==> config.mk <==
export PLATFORM = sky130hd
export DESIGN_NAME = serial_frame_aligner_flat
export DESIGN_NICKNAME = d
export VERILOG_FILES = /design/src/rtl/serial_frame_aligner_if.sv /design/src/rtl/serial_frame_aligner.sv /design/src/flat_wrapper.sv
export SDC_FILE = /design/constraint.sdc
export NUM_CORES = 1
export LEC_CHECK = 0
export BUFFER_PORTS_ARGS = -buffer_cell sky130_fd_sc_hd__buf_2
export CELL_PAD_IN_SITES_DETAIL_PLACEMENT = 0
export CELL_PAD_IN_SITES_GLOBAL_PLACEMENT = 2
export CORE_MARGIN = 1
export CORE_UTILIZATION = 39
export DETAILED_ROUTE_END_ITERATION = 16
export GPL_TIMING_DRIVEN = 0
export PLACE_DENSITY = 0.92
export SYNTH_ARGS = -nofsm -noshare
export SYNTH_HDL_FRONTEND = slang
export SYNTH_SLANG_ARGS = --single-unit
==> constraint.sdc <==
create_clock -name main_clk -period 3.1 [get_ports main_clk]
set_clock_uncertainty 0.05 [all_clocks]
set_input_delay 0.62 -clock main_clk [delete_from_list [all_inputs] [get_ports main_clk]]
set_output_delay 0.62 -clock main_clk [all_outputs]
set_load 0.03 [all_outputs]
==> src/rtl/serial_frame_aligner_if.sv <==
// serial_frame_aligner_if
//   Line-side and payload-side signals of the receive frame aligner.
//   master : serial source / payload consumer (drives bit_en, serial_in)
//   slave  : the aligner itself
//   bit_en, serial_in         : one qualified line bit per bit_en cycle
//   recovered_data/data_valid : aligned payload byte + one-cycle strobe
//   sof                       : first payload byte of a frame
//   locked, sync_err          : alignment status / missed sync strobe
//   sync_err_cnt              : saturating missed-sync count (ALIGNER_ERRCNT_EN only)
interface serial_frame_aligner_if;
    logic       bit_en;
    logic       serial_in;
    logic [7:0] recovered_data;
    logic       data_valid;
    logic       sof;
    logic       locked;
    logic       sync_err;
`ifdef ALIGNER_ERRCNT_EN
    logic [15:0] sync_err_cnt;

    modport master (output bit_en, serial_in,
                    input  recovered_data, data_valid, sof, locked, sync_err, sync_err_cnt);
    modport slave  (input  bit_en, serial_in,
                    output recovered_data, data_valid, sof, locked, sync_err, sync_err_cnt);
`else
    modport master (output bit_en, serial_in,
                    input  recovered_data, data_valid, sof, locked, sync_err);
    modport slave  (input  bit_en, serial_in,
                    output recovered_data, data_valid, sof, locked, sync_err);
`endif
endinterface

==> src/rtl/serial_frame_aligner.sv <==
// serial_frame_aligner
//   Receive-side deserializer and frame aligner. Hunts for SYNC_WORD on the
//   MSB-first serial line, confirms it CONFIRM_SYNCS more times at the frame
//   period, then delivers byte-aligned payload. LOSS_SYNCS consecutive missed
//   syncs while locked force a re-hunt.
//   Ports:
//     main_clk : sole clock, rising edge
//     rst      : synchronous active-high reset
//     lnk      : serial_frame_aligner_if.slave (line bits in, payload/status out)
//   Optional feature macro: ALIGNER_ERRCNT_EN adds the 16-bit saturating
//   sync_err_cnt, cleared only by rst.
module serial_frame_aligner #(
    parameter logic [7:0] SYNC_WORD     = 8'hBC,
    parameter int         PAYLOAD_BYTES = 4,
    parameter int         CONFIRM_SYNCS = 2,
    parameter int         LOSS_SYNCS    = 3
) (
    input  logic                   main_clk,
    input  logic                   rst,
    serial_frame_aligner_if.slave  lnk
);
    localparam int IDX_W = $clog2(PAYLOAD_BYTES + 1);

    typedef enum logic [1:0] {HUNT, CONFIRM, LOCKED} state_t;

    state_t           state, state_nxt;
    logic [7:0]       sr, sr_d, sr_nxt;
    logic [2:0]       bit_cnt, bit_cnt_d;
    logic [IDX_W-1:0] byte_idx, byte_idx_d;
    logic [2:0]       conf_cnt, conf_d;
    logic [2:0]       miss_cnt, miss_d;
    logic [7:0]       data_q, data_d;
    logic             dv_q, dv_d;
    logic             sof_q, sof_d;
    logic             err_q, err_d;
    logic             byte_done, slot, sync_ok;

    assign sr_nxt    = {sr[6:0], lnk.serial_in};
    assign byte_done = lnk.bit_en && (bit_cnt == 3'd7);
    assign slot      = (byte_idx == IDX_W'(PAYLOAD_BYTES));
    assign sync_ok   = (sr_nxt == SYNC_WORD);

    always_comb begin
        state_nxt  = state;
        sr_d       = lnk.bit_en ? sr_nxt : sr;
        bit_cnt_d  = lnk.bit_en ? bit_cnt + 3'd1 : bit_cnt;
        byte_idx_d = byte_idx;
        conf_d     = conf_cnt;
        miss_d     = miss_cnt;
        data_d     = data_q;
        dv_d       = 1'b0;
        sof_d      = 1'b0;
        err_d      = 1'b0;

        // The sync slot is the last byte of a frame; the index wraps after it.
        if (byte_done)
            byte_idx_d = slot ? '0 : byte_idx + IDX_W'(1);

        unique case (state)
            HUNT: begin
                // Position is meaningless while hunting; a hit defines bit 0 of payload byte 0.
                bit_cnt_d  = '0;
                byte_idx_d = '0;
                if (lnk.bit_en && sync_ok) begin
                    state_nxt = CONFIRM;
                    conf_d    = '0;
                end
            end
            CONFIRM: begin
                if (byte_done && slot) begin
                    if (!sync_ok) begin
                        state_nxt = HUNT;
                        conf_d    = '0;
                    end else if (conf_cnt + 3'd1 == 3'(CONFIRM_SYNCS)) begin
                        state_nxt = LOCKED;
                        conf_d    = '0;
                        miss_d    = '0;
                    end else begin
                        conf_d = conf_cnt + 3'd1;
                    end
                end
            end
            LOCKED: begin
                if (byte_done) begin
                    if (!slot) begin
                        data_d = sr_nxt;
                        dv_d   = 1'b1;
                        sof_d  = (byte_idx == '0);
                    end else if (sync_ok) begin
                        miss_d = '0;
                    end else begin
                        err_d = 1'b1;
                        // Alignment is kept until the miss threshold is reached.
                        if (miss_cnt + 3'd1 == 3'(LOSS_SYNCS)) begin
                            state_nxt = HUNT;
                            miss_d    = '0;
                        end else begin
                            miss_d = miss_cnt + 3'd1;
                        end
                    end
                end
            end
            default: state_nxt = HUNT;
        endcase
    end

    always_ff @(posedge main_clk) begin
        if (rst) begin
            state    <= HUNT;
            sr       <= '0;
            bit_cnt  <= '0;
            byte_idx <= '0;
            conf_cnt <= '0;
            miss_cnt <= '0;
            data_q   <= '0;
            dv_q     <= 1'b0;
            sof_q    <= 1'b0;
            err_q    <= 1'b0;
        end else begin
            state    <= state_nxt;
            sr       <= sr_d;
            bit_cnt  <= bit_cnt_d;
            byte_idx <= byte_idx_d;
            conf_cnt <= conf_d;
            miss_cnt <= miss_d;
            data_q   <= data_d;
            dv_q     <= dv_d;
            sof_q    <= sof_d;
            err_q    <= err_d;
        end
    end

    assign lnk.recovered_data = data_q;
    assign lnk.data_valid     = dv_q;
    assign lnk.sof            = sof_q;
    assign lnk.locked         = (state == LOCKED);
    assign lnk.sync_err       = err_q;

`ifdef ALIGNER_ERRCNT_EN
    // Survives re-hunt; only rst clears it.
    logic [15:0] err_cnt;

    always_ff @(posedge main_clk) begin
        if (rst)
            err_cnt <= '0;
        else if (err_d && err_cnt != 16'hFFFF)
            err_cnt <= err_cnt + 16'd1;
    end

    assign lnk.sync_err_cnt = err_cnt;
`endif
endmodule
==> src/flat_wrapper.sv <==
// flat-port wrapper written by rule: the top's interface ports become plain ports
module serial_frame_aligner_flat 
#(
    parameter logic [7:0] SYNC_WORD     = 8'hBC,
    parameter int         PAYLOAD_BYTES = 4,
    parameter int         CONFIRM_SYNCS = 2,
    parameter int         LOSS_SYNCS    = 3
)
  (main_clk, rst, lnk_bit_en, lnk_serial_in, lnk_recovered_data, lnk_data_valid, lnk_sof, lnk_locked, lnk_sync_err);
  serial_frame_aligner_if lnk_i ();
  input  logic main_clk;
  input  logic rst;
  input wire logic [$bits(lnk_i.bit_en)-1:0] lnk_bit_en;
  input wire logic [$bits(lnk_i.serial_in)-1:0] lnk_serial_in;
  output wire logic [$bits(lnk_i.recovered_data)-1:0] lnk_recovered_data;
  output wire logic [$bits(lnk_i.data_valid)-1:0] lnk_data_valid;
  output wire logic [$bits(lnk_i.sof)-1:0] lnk_sof;
  output wire logic [$bits(lnk_i.locked)-1:0] lnk_locked;
  output wire logic [$bits(lnk_i.sync_err)-1:0] lnk_sync_err;
  assign lnk_i.bit_en = lnk_bit_en;
  assign lnk_i.serial_in = lnk_serial_in;
  assign lnk_recovered_data = lnk_i.recovered_data;
  assign lnk_data_valid = lnk_i.data_valid;
  assign lnk_sof = lnk_i.sof;
  assign lnk_locked = lnk_i.locked;
  assign lnk_sync_err = lnk_i.sync_err;
  serial_frame_aligner #(.SYNC_WORD(SYNC_WORD), .PAYLOAD_BYTES(PAYLOAD_BYTES), .CONFIRM_SYNCS(CONFIRM_SYNCS), .LOSS_SYNCS(LOSS_SYNCS)) u_core (.main_clk(main_clk), .rst(rst), .lnk(lnk_i));
endmodule
==> flow_metrics.py, run 1 <==
metrics = {
    "detailed_routing": {
        "vias": 1213,
        "postRouteAntennaNets": 0,
        "wl_per_cell_um": 13.1,
        "vias_per_cell": 5.37,
        "first_pass_iters": 4,
        "totalWireLength_um": 2950,
        "drc": 0,
        "drt_iter0_drc": 85,
    },
    "setup_path": {
        "cp_slowest_cell": "dfxtp_1",
        "rrSetupSlack_ns": 1.27,
        "reg2reg_depth": 7,
        "setup.worst_path.class": "flop to output port",
        "startpoint_type": "flop",
        "cp-end-kind": "output port",
        "critical_path.top_delay_family": "flip-flops",
        "path_max_fanout": 8,
        "crit_chain": "nand2b_2 -> inv_2 -> buf_2",
        "cp.required_ns": 2.43,
        "cp.buffers_inverters": 2,
        "arrival_ns": 1.24,
        "rr_endpoint": "u_core.conf_cnt[2]",
        "rr_startpoint": "u_core.bit_cnt[0]",
        "max_stage_delay_ns": 0.49,
    },
    "placement": {
        "hpwlAfterDp_um": 2120,
        "gp_congestion": 0.781,
        "io_buffers": 14,
    },
    "clock_network": {
        "postCtsHoldBufs": 0,
        "cts.clk_slew.worst_paths_ns": 0.07,
        "numCtsBuffers": 5,
        "cts-htree-levels": 2,
        "clk_latency_ns": 0.28,
        "post_cts_buffers": 0,
        "cts.path.max_buffers": 2,
        "post_cts_resized": 0,
        "cts_tree": "yes",
        "cts_root_buf": "clkbuf_8",
        "cts.sinks": 32,
    },
    "synthesis": {
        "synth_mux_area_frac": 0.119,
        "synth_edf_count": 0,
        "syn-mean-instance-area_um2": 9.74,
        "ys_seq_area_frac": 0.421,
        "synth_top_family_by_area": "simple AND/OR/NAND/NOR gates",
        "synth-xor-area-share": 0.0230,
        "synth.distinct_cells": 49,
        "ys_async_sr_fraction": 0,
        "synth_compound_area_frac": 0.137,
        "yosys.area_share.simple": 0.192,
        "ys.flop_type": "dfxtp_1",
        "syn_inst": 156,
        "synth_fa_ha_area_frac": 0.0658,
        "synth_area_um2": 1520,
        "yosys_warnings": 0,
        "synth-seq-cells": 32,
        "syn_nets": 168,
    },
    "floorplanning": {
        "io_pins": 16,
        "initial_core_util": 0.412,
        "core_um2": 3690,
        "die-area_um2": 4150,
        "die_h_um": 64.4,
        "die_x_um": 64.4,
        "rows": 22,
    },
    "finish": {
        "multi_input_area_um2": 815,
        "diodes": 0,
        "drive_gt1_frac": 0.191,
        "fill_cells": 364,
        "area.growth.synth_to_final_pct": 15.6,
        "nets": 189,
        "final_common_cell": "dfxtp_1",
        "seqCellArea_um2": 641,
        "most-common-layout-cells": "32 x dfxtp_1, 24 x nor2_1, 18 x mux2i_1",
        "utilization": 0.477,
    },
    "grt": {
        "grt_pass1_vias": 1153,
        "grt_overflow": 0,
        "antenna_found_initial": 0,
        "track_usage": 0.164,
        "grt_max_degree": 11,
        "grt_pass1_wl_um": 5180,
    },
    "sta": {
        "maxSlewHeadroom": 0.656,
        "setup_viol": 0,
        "finalSetupTns_ns": 0,
        "hold_violations": 0,
        "fmax_mhz": 524,
        "rsz0062_at_grt": "false",
        "report.final.slew_viol_count": 0,
        "finalCritPeriodShare": 0.615,
        "worst_pin_slew_ns": 0.516,
        "whs_ns": 0.444,
        "min_period_ns": 1.91,
    },
    "run": {
        "drv_cap": 0,
    },
    "worst_hold_path": {
        "hold_end": "u_core.lnk.recovered_data[3]",
        "holdPathStages": 2,
        "hold_class": "flop to flop",
        "hold_path.startpoint": "u_core.lnk.recovered_data[3]",
    },
    "pwr": {
        "p_leak_nw": 0.758,
        "p_per_area_nw_per_um2": 471,
        "vdd_drop_max_mv": 0.284,
        "finalPower_w": 0.000827,
    },
    "status": {
        "outcome": "finished, final reports clean",
    },
}
worst min-delay path, cell delays in order (launching register included):
cell and delay [ns]:
dfxtp_1 0.33, mux2i_1 0.07, nor2_1 0.07
layout make-up:
type / instances / area share
plain buffers: 7 / 0.0242
multi-input cells: 111 / 0.463
clock inverters: 2 / 0.0199
flip-flops and latches: 32 / 0.364
inverters: 6 / 0.0128
repair buffers: 14 / 0.0399
clock buffers: 6 / 0.0413
well taps: 48 / 0.0342
logic make-up after synthesis:
group           count (synthesis)
flops                          32
buf+inv                        13
mux                            18
simple gates                   53
xor+xnor                        4
fa+ha+maj                       8
compound gates                 28
flip-flops by register name (all words and copies together) (netlist names):
name,count
u_core.lnk.recovered_data,8
u_core.sr,7
u_core.bit_cnt,3
u_core.byte_idx,3
u_core.conf_cnt,3
u_core.miss_cnt,3
u_core.state,2
u_core.lnk.data_valid,1
u_core.lnk.sof,1
u_core.lnk.sync_err,1
power by group:
part / leakage, nW / internal, W / switching (W) / total (W)
Sequential: 0.258 / 0.000413 / 0.00000185 / 0.000414
Clock: 0.0552 / 0.000238 / 0.000154 / 0.000392
Combinational: 0.445 / 0.00000743 / 0.0000129 / 0.0000203
stage by stage:
step	worst slack (ns)	cell area (µm²)	cells
after floorplan	1.44	1520	156
after global placement	1.27	1650	218
after detailed placement	1.25	1650	218
after CTS	1.20	1760	226
after global routing	1.11	1760	226
final	1.19	1760	226
how the worst max path moves through the flow:
stage	start	endpoint	slack, ns	depth (start not counted)
final	u_core.state[1]	lnk_locked	1.19	3
after detailed placement	lnk_serial_in	u_core.state[1]	1.25	5
after floorplan	u_core.bit_cnt[0]	u_core.conf_cnt[2]	1.44	7
after CTS	u_core.state[1]	lnk_locked	1.20	3
after global routing	u_core.bit_cnt[0]	u_core.conf_cnt[2]	1.11	7
after global placement	lnk_serial_in	u_core.state[1]	1.27	5
metal layers:
metal / share of wire / track usage / vias up / wire [µm]
li1: - / - / 602 / -
met1: 0.47 / 0.191 / 576 / 1380
met2: 0.47 / 0.267 / 25 / 1380
met3: 0.038 / 0.0387 / 10 / 112
met4: 0.027 / 0.108 / 0 / 80
met5: 0 / 0 / - / 0
Yosys cell counts, types with 2 or more instances:
cell	n	area, µm²
a21oi_1	7	35.0
dfxtp_1	32	641
o221ai_1	2	17.5
nand3_1	4	20.0
ha_1	8	100
o21ai_0	3	15.0
nor2_1	24	90.1
a211oi_1	3	22.5
inv_1	5	18.8
xnor2_1	3	26.3
or3_1	2	12.5
mux2i_1	18	180
a31oi_1	2	12.5
nand2_1	5	18.8
buf_4	2	15.0
nand3b_1	2	15.0
buf_1	2	7.51
Note: power is estimated with default switching activity, not from simulation.
==> run 2: changes to the inputs <==
- CORE_UTILIZATION: 39 -> 36
- PLACE_DENSITY: 0.92 -> 0.87
- clock period: 3.1 -> 1.8 ns (I/O delays scaled with it)
==> run 2 against run 1 <==
Clock power up 93%. Final cell count up 0.88%. Routed wire length up 8.0%. Combinational power up 76%. Critical path type is now flop to flop.
==> flow_metrics.py, run 2 (synthesis gave the netlist of run 1 again) <==
metrics = {
    "setup_path": {
        "startpoint_type": "flop",
        "arrival_ns": 1.85,
        "cp_slowest_cell": "dfxtp_1",
        "setup.worst_path.class": "flop to flop",
        "rrSetupSlack_ns": 0.09,
        "reg2reg_depth": 7,
        "max_stage_delay_ns": 0.32,
        "cp-end-kind": "flop",
        "crit_chain": "ha_2 -> ha_4 -> and4_1 -> buf_4 -> a32oi_2 -> nor2_1 -> a311oi_2",
        "cp.required_ns": 1.95,
        "rr_startpoint": "u_core.bit_cnt[0]",
        "path_max_fanout": 6,
        "rr_endpoint": "u_core.conf_cnt[2]",
    },
    "finish": {
        "nets": 189,
        "final_common_cell": "dfxtp_1",
        "most-common-layout-cells": "32 x dfxtp_1, 24 x nor2_1, 18 x mux2i_1",
        "drive_gt1_frac": 0.219,
        "area.growth.synth_to_final_pct": 19.3,
        "layout.cells.non_filler": 228,
        "largest_reg_flops": 8,
        "fill_cells": 414,
        "diodes": 0,
    },
    "pwr": {
        "net-switching-power_w": 0.000294,
        "vdd_drop_max_mv": 0.419,
        "p_comb_frac": 0.024,
        "p_per_area_nw_per_um2": 831,
        "swShare": 0.195,
        "pwr-share-seq": 0.474,
        "p_leak_nw": 0.769,
        "clkPwrFrac": 0.502,
        "internal_power_w": 0.00121,
    },
    "detailed_routing": {
        "vias": 1221,
        "drc": 0,
        "postRouteAntennaNets": 0,
        "wl_per_cell_um": 14.0,
        "vias_per_cell": 5.36,
        "drt_iter0_drc": 88,
        "first_pass_iters": 5,
        "totalWireLength_um": 3190,
    },
    "floorplanning": {
        "initial_core_util": 0.377,
        "io_pins": 16,
        "core_um2": 4030,
        "die_h_um": 67.0,
        "die_x_um": 67.0,
        "die-area_um2": 4490,
        "rows": 23,
    },
    "clock_network": {
        "cts_root_buf": "clkbuf_8",
        "cts.clk_slew.worst_paths_ns": 0.06,
        "clk_latency_ns": 0.29,
        "numCtsBuffers": 5,
        "cts.sinks": 32,
        "cts-htree-levels": 2,
        "cts.path.max_buffers": 2,
        "cts_tree": "yes",
        "postCtsHoldBufs": 0,
    },
    "placement": {
        "gp_congestion": 0.820,
        "dp_cells": 220,
        "hpwlAfterDp_um": 2250,
        "io_buffers": 14,
    },
    "run": {
        "drv_cap": 0,
    },
    "sta": {
        "report.final.slew_viol_count": 0,
        "finalCritPeriodShare": 0.948,
        "rsz0062_at_grt": "false",
        "hold_violations": 0,
        "fmax_mhz": 586,
        "worst_pin_slew_ns": 0.491,
        "setup_viol": 0,
        "maxSlewHeadroom": 0.670,
        "min_period_ns": 1.71,
        "whs_ns": 0.309,
        "finalSetupTns_ns": 0,
    },
    "grt": {
        "track_usage": 0.165,
        "grt_pass1_vias": 1168,
        "antenna_found_initial": 0,
        "grt_max_degree": 11,
        "grt_pass1_wl_um": 5420,
        "grt_overflow": 0,
    },
    "worst_hold_path": {
        "hold_class": "input port to flop",
        "hold_path.startpoint": "lnk_serial_in",
        "hold_end": "u_core.lnk.recovered_data[0]",
        "holdPathStages": 3,
    },
    "status": {
        "outcome": "finished, final reports clean",
    },
}
==> run 2: power by group through the flow <==
stage	Sequential, W	Combinational [W]	Clock, W
after CTS	0.000714	0.0000360	0.000763
final	0.000714	0.0000357	0.000756
after global routing	0.000714	0.0000403	0.000795
after floorplan	0.000729	0.0000246	0
after global placement	0.000730	0.0000349	0
after detailed placement	0.000730	0.0000349	0
==> run 2: how the worst max path moves through the flow <==
stage	to	depth (start not counted)	from
global route	u_core.state[1]	7	u_core.bit_cnt[0]
finish	u_core.conf_cnt[2]	7	u_core.bit_cnt[0]
CTS	u_core.conf_cnt[2]	7	u_core.bit_cnt[0]
detailed placement	u_core.conf_cnt[2]	7	u_core.bit_cnt[0]
floorplan	u_core.conf_cnt[2]	7	u_core.bit_cnt[0]
global placement	u_core.conf_cnt[2]	7	u_core.bit_cnt[0]
==> run 2: routing by layer <==
layer | vias to the layer above | wire [µm] | global-route usage
met2 | 29 | 1510 | 0.273
met5 | - | 0 | 0
li1 | 608 | - | -
met3 | 4 | 137 | 0.0462
met1 | 580 | 1490 | 0.200
met4 | 0 | 46 | 0.0612
==> run 2: layout make-up <==
cell class / count / area (µm²) / share of cell area
tap: 50 / 62.6 / 0.0345
buffer: 7 / 42.5 / 0.0235
clock buffer: 7 / 96.3 / 0.0531
clock inverter: 1 / 30.0 / 0.0166
multi-input combinational: 111 / 848 / 0.468
inverter: 6 / 22.5 / 0.0124
timing repair buffer: 14 / 70.1 / 0.0386
sequential: 32 / 641 / 0.353
==> run 2: worst max-delay path: cells and delay by family, from the launching register on <==
| family | cells | cell delay (ns) |
|---|---|---|
| and+or+nand+nor | 2 | 0.27 |
| AOI/OAI and AO/OA | 2 | 0.44 |
| adders and majority gates | 2 | 0.38 |
| DFF | 1 | 0.32 |
| buffers and inverters | 1 | 0.16 |
==> run 2: repair_timing <==
item	4_1_cts	5_1_grt
gates resized for setup	2	4
cloned	0	0
buffers inserted	0	0
endpoints found under the setup margin	2	9
pin swaps	0	1
==> run 2: through the flow <==
stage	setup slack, ns	power, W	instance area, µm²	util
global route	0.00694	0.00155	1810	0.450
detailed placement	0.00600	0.000765	1650	0.410
global placement	0.00391	0.000765	1650	0.410
floorplan	0.140	0.000753	1520	-
CTS	0.0145	0.00151	1800	0.446
finish	0.0944	0.00151	1810	0.450
==> run 3: changes to the inputs <==
- PLACE_DENSITY: 0.87 -> 0.76
==> run 3 against run 2 <==
Critical path type unchanged. Sequential cell count is the same. Via count shrank 1.8%. Setup slack lost 0.013 ns.
==> flow_metrics.py, run 3 (synthesis gave the netlist of run 1 again) <==
metrics = {
    "clock_network": {
        "postCtsHoldBufs": 0,
        "cts_root_buf": "clkbuf_8",
        "cts_tree": "yes",
        "cts.path.max_buffers": 2,
        "cts.sinks": 32,
        "cts.clk_slew.worst_paths_ns": 0.07,
        "numCtsBuffers": 5,
        "cts-htree-levels": 2,
        "clk_latency_ns": 0.28,
    },
    "floorplanning": {
        "die_h_um": 67.0,
        "rows": 23,
        "core_um2": 4030,
        "initial_core_util": 0.377,
        "die_x_um": 67.0,
        "io_pins": 16,
        "die-area_um2": 4490,
    },
    "finish": {
        "fin_area_um2": 1810,
        "most-common-layout-cells": "31 x dfxtp_1, 24 x nor2_1, 18 x mux2i_1",
        "area.growth.synth_to_final_pct": 19.3,
        "diodes": 0,
        "nets": 189,
        "final_common_cell": "dfxtp_1",
        "drive_gt1_frac": 0.225,
        "largest_reg_flops": 8,
        "utilization": 0.450,
    },
    "detailed_routing": {
        "drc": 0,
        "first_pass_iters": 4,
        "postRouteAntennaNets": 0,
        "totalWireLength_um": 3230,
        "vias_per_cell": 5.26,
        "wl_per_cell_um": 14.2,
        "drt_iter0_drc": 27,
        "vias": 1199,
    },
    "placement": {
        "gp_congestion": 0.795,
        "io_buffers": 14,
        "dpl-instance-area_um2": 1650,
        "hpwlAfterDp_um": 2300,
        "dpl_worst_slack_ns": -0.0302,
    },
    "setup_path": {
        "cp.required_ns": 1.95,
        "max_stage_delay_ns": 0.34,
        "cp-end-kind": "flop",
        "setup.worst_path.class": "flop to flop",
        "path_max_fanout": 6,
        "cp_slowest_cell": "dfxtp_1",
        "startpoint_type": "flop",
        "arrival_ns": 1.87,
        "crit_chain": "ha_2 -> ha_4 -> and4_1 -> buf_4 -> a32o_2 -> nand3_1 -> a221oi_2",
    },
    "grt": {
        "grt_pass1_vias": 1163,
        "track_usage": 0.169,
        "antenna_found_initial": 0,
        "grt_overflow": 0,
        "grt_pass1_wl_um": 5480,
        "grt_max_degree": 11,
    },
    "status": {
        "outcome": "finished, final reports clean",
    },
    "run": {
        "drv_cap": 0,
    },
    "sta": {
        "fmax_mhz": 582,
        "maxSlewHeadroom": 0.664,
        "fin_ws_ns": 0.0811,
        "min_period_ns": 1.72,
        "finalCritPeriodShare": 0.955,
        "setup_viol": 0,
        "hold_violations": 0,
        "worst_pin_slew_ns": 0.503,
        "rsz0062_at_grt": "false",
        "whs_ns": 0.307,
        "report.final.slew_viol_count": 0,
    },
    "pwr": {
        "p_leak_nw": 0.769,
        "p_per_area_nw_per_um2": 834,
        "vdd_drop_max_mv": 0.478,
    },
    "worst_hold_path": {
        "hold_class": "input port to flop",
    },
}
run 3: changes by cell type in the layout (fill, tap and decap cells not counted):
cell	delta
dfxtp_1	-1
dfxtp_2	+1
run 3: path summary, 6_finish.rpt:
kind,from,to,slack (ns),cells after the start
max,u_core.bit_cnt[1],u_core.state[1],0.08,7
min,lnk_serial_in,u_core.lnk.recovered_data[0],0.31,3
max reg2reg,u_core.bit_cnt[1],u_core.state[1],0.08,7
min reg2reg,u_core.lnk.recovered_data[0],u_core.lnk.recovered_data[0],0.44,2
run 3: repair_timing:
action	in CTS	in global routing
endpoints found under the setup margin	2	6
cloned	0	0
resized for setup	3	4
buffers inserted	0	0
run 3: metal layers:
| layer | GRT usage | part of all wire | wire length, µm |
|---|---|---|---|
| met4 | 0.0479 | 0.0099 | 32 |
| met1 | 0.204 | 0.47 | 1530 |
| met5 | 0 | 0 | 0 |
| met2 | 0.278 | 0.48 | 1560 |
| met3 | 0.0616 | 0.034 | 109 |
run 3: critical path: cells and delay by family, from the launching register on:
kind | cells | cell delay (ns)
simple gates | 2 | 0.30
buf+inv | 1 | 0.15
compound gates | 2 | 0.43
fa+ha+maj | 2 | 0.36
flops | 1 | 0.34
run 3: final cells by class:
cell class / count / area (µm²)
plain buffers: 7 / 42.5
fillers: 409 / 2210
clock buffers: 7 / 96.3
inverters: 6 / 22.5
well taps: 50 / 62.6
repair buffers: 14 / 70.1
clock inverters: 1 / 30.0
flip-flops and latches: 32 / 642
multi-input cells: 111 / 848
run 3: report_power, final:
part / internal, W / total, W / switching [W]
clock network: 0.000488 / 0.000764 / 0.000275
logic: 0.0000129 / 0.0000356 / 0.0000227
registers: 0.000710 / 0.000713 / 0.00000303
total: 0.00121 / 0.00151 / 0.000301
run 3: metrics by stage:
stage | power, W | cells | TNS [ns]
after global routing | 0.00157 | 228 | 0
after CTS | 0.00153 | 228 | 0
after global placement | 0.000765 | 220 | -0.00603
after detailed placement | 0.000765 | 220 | -0.0302
final | 0.00151 | 228 | 0
after floorplan | 0.000753 | 156 | 0
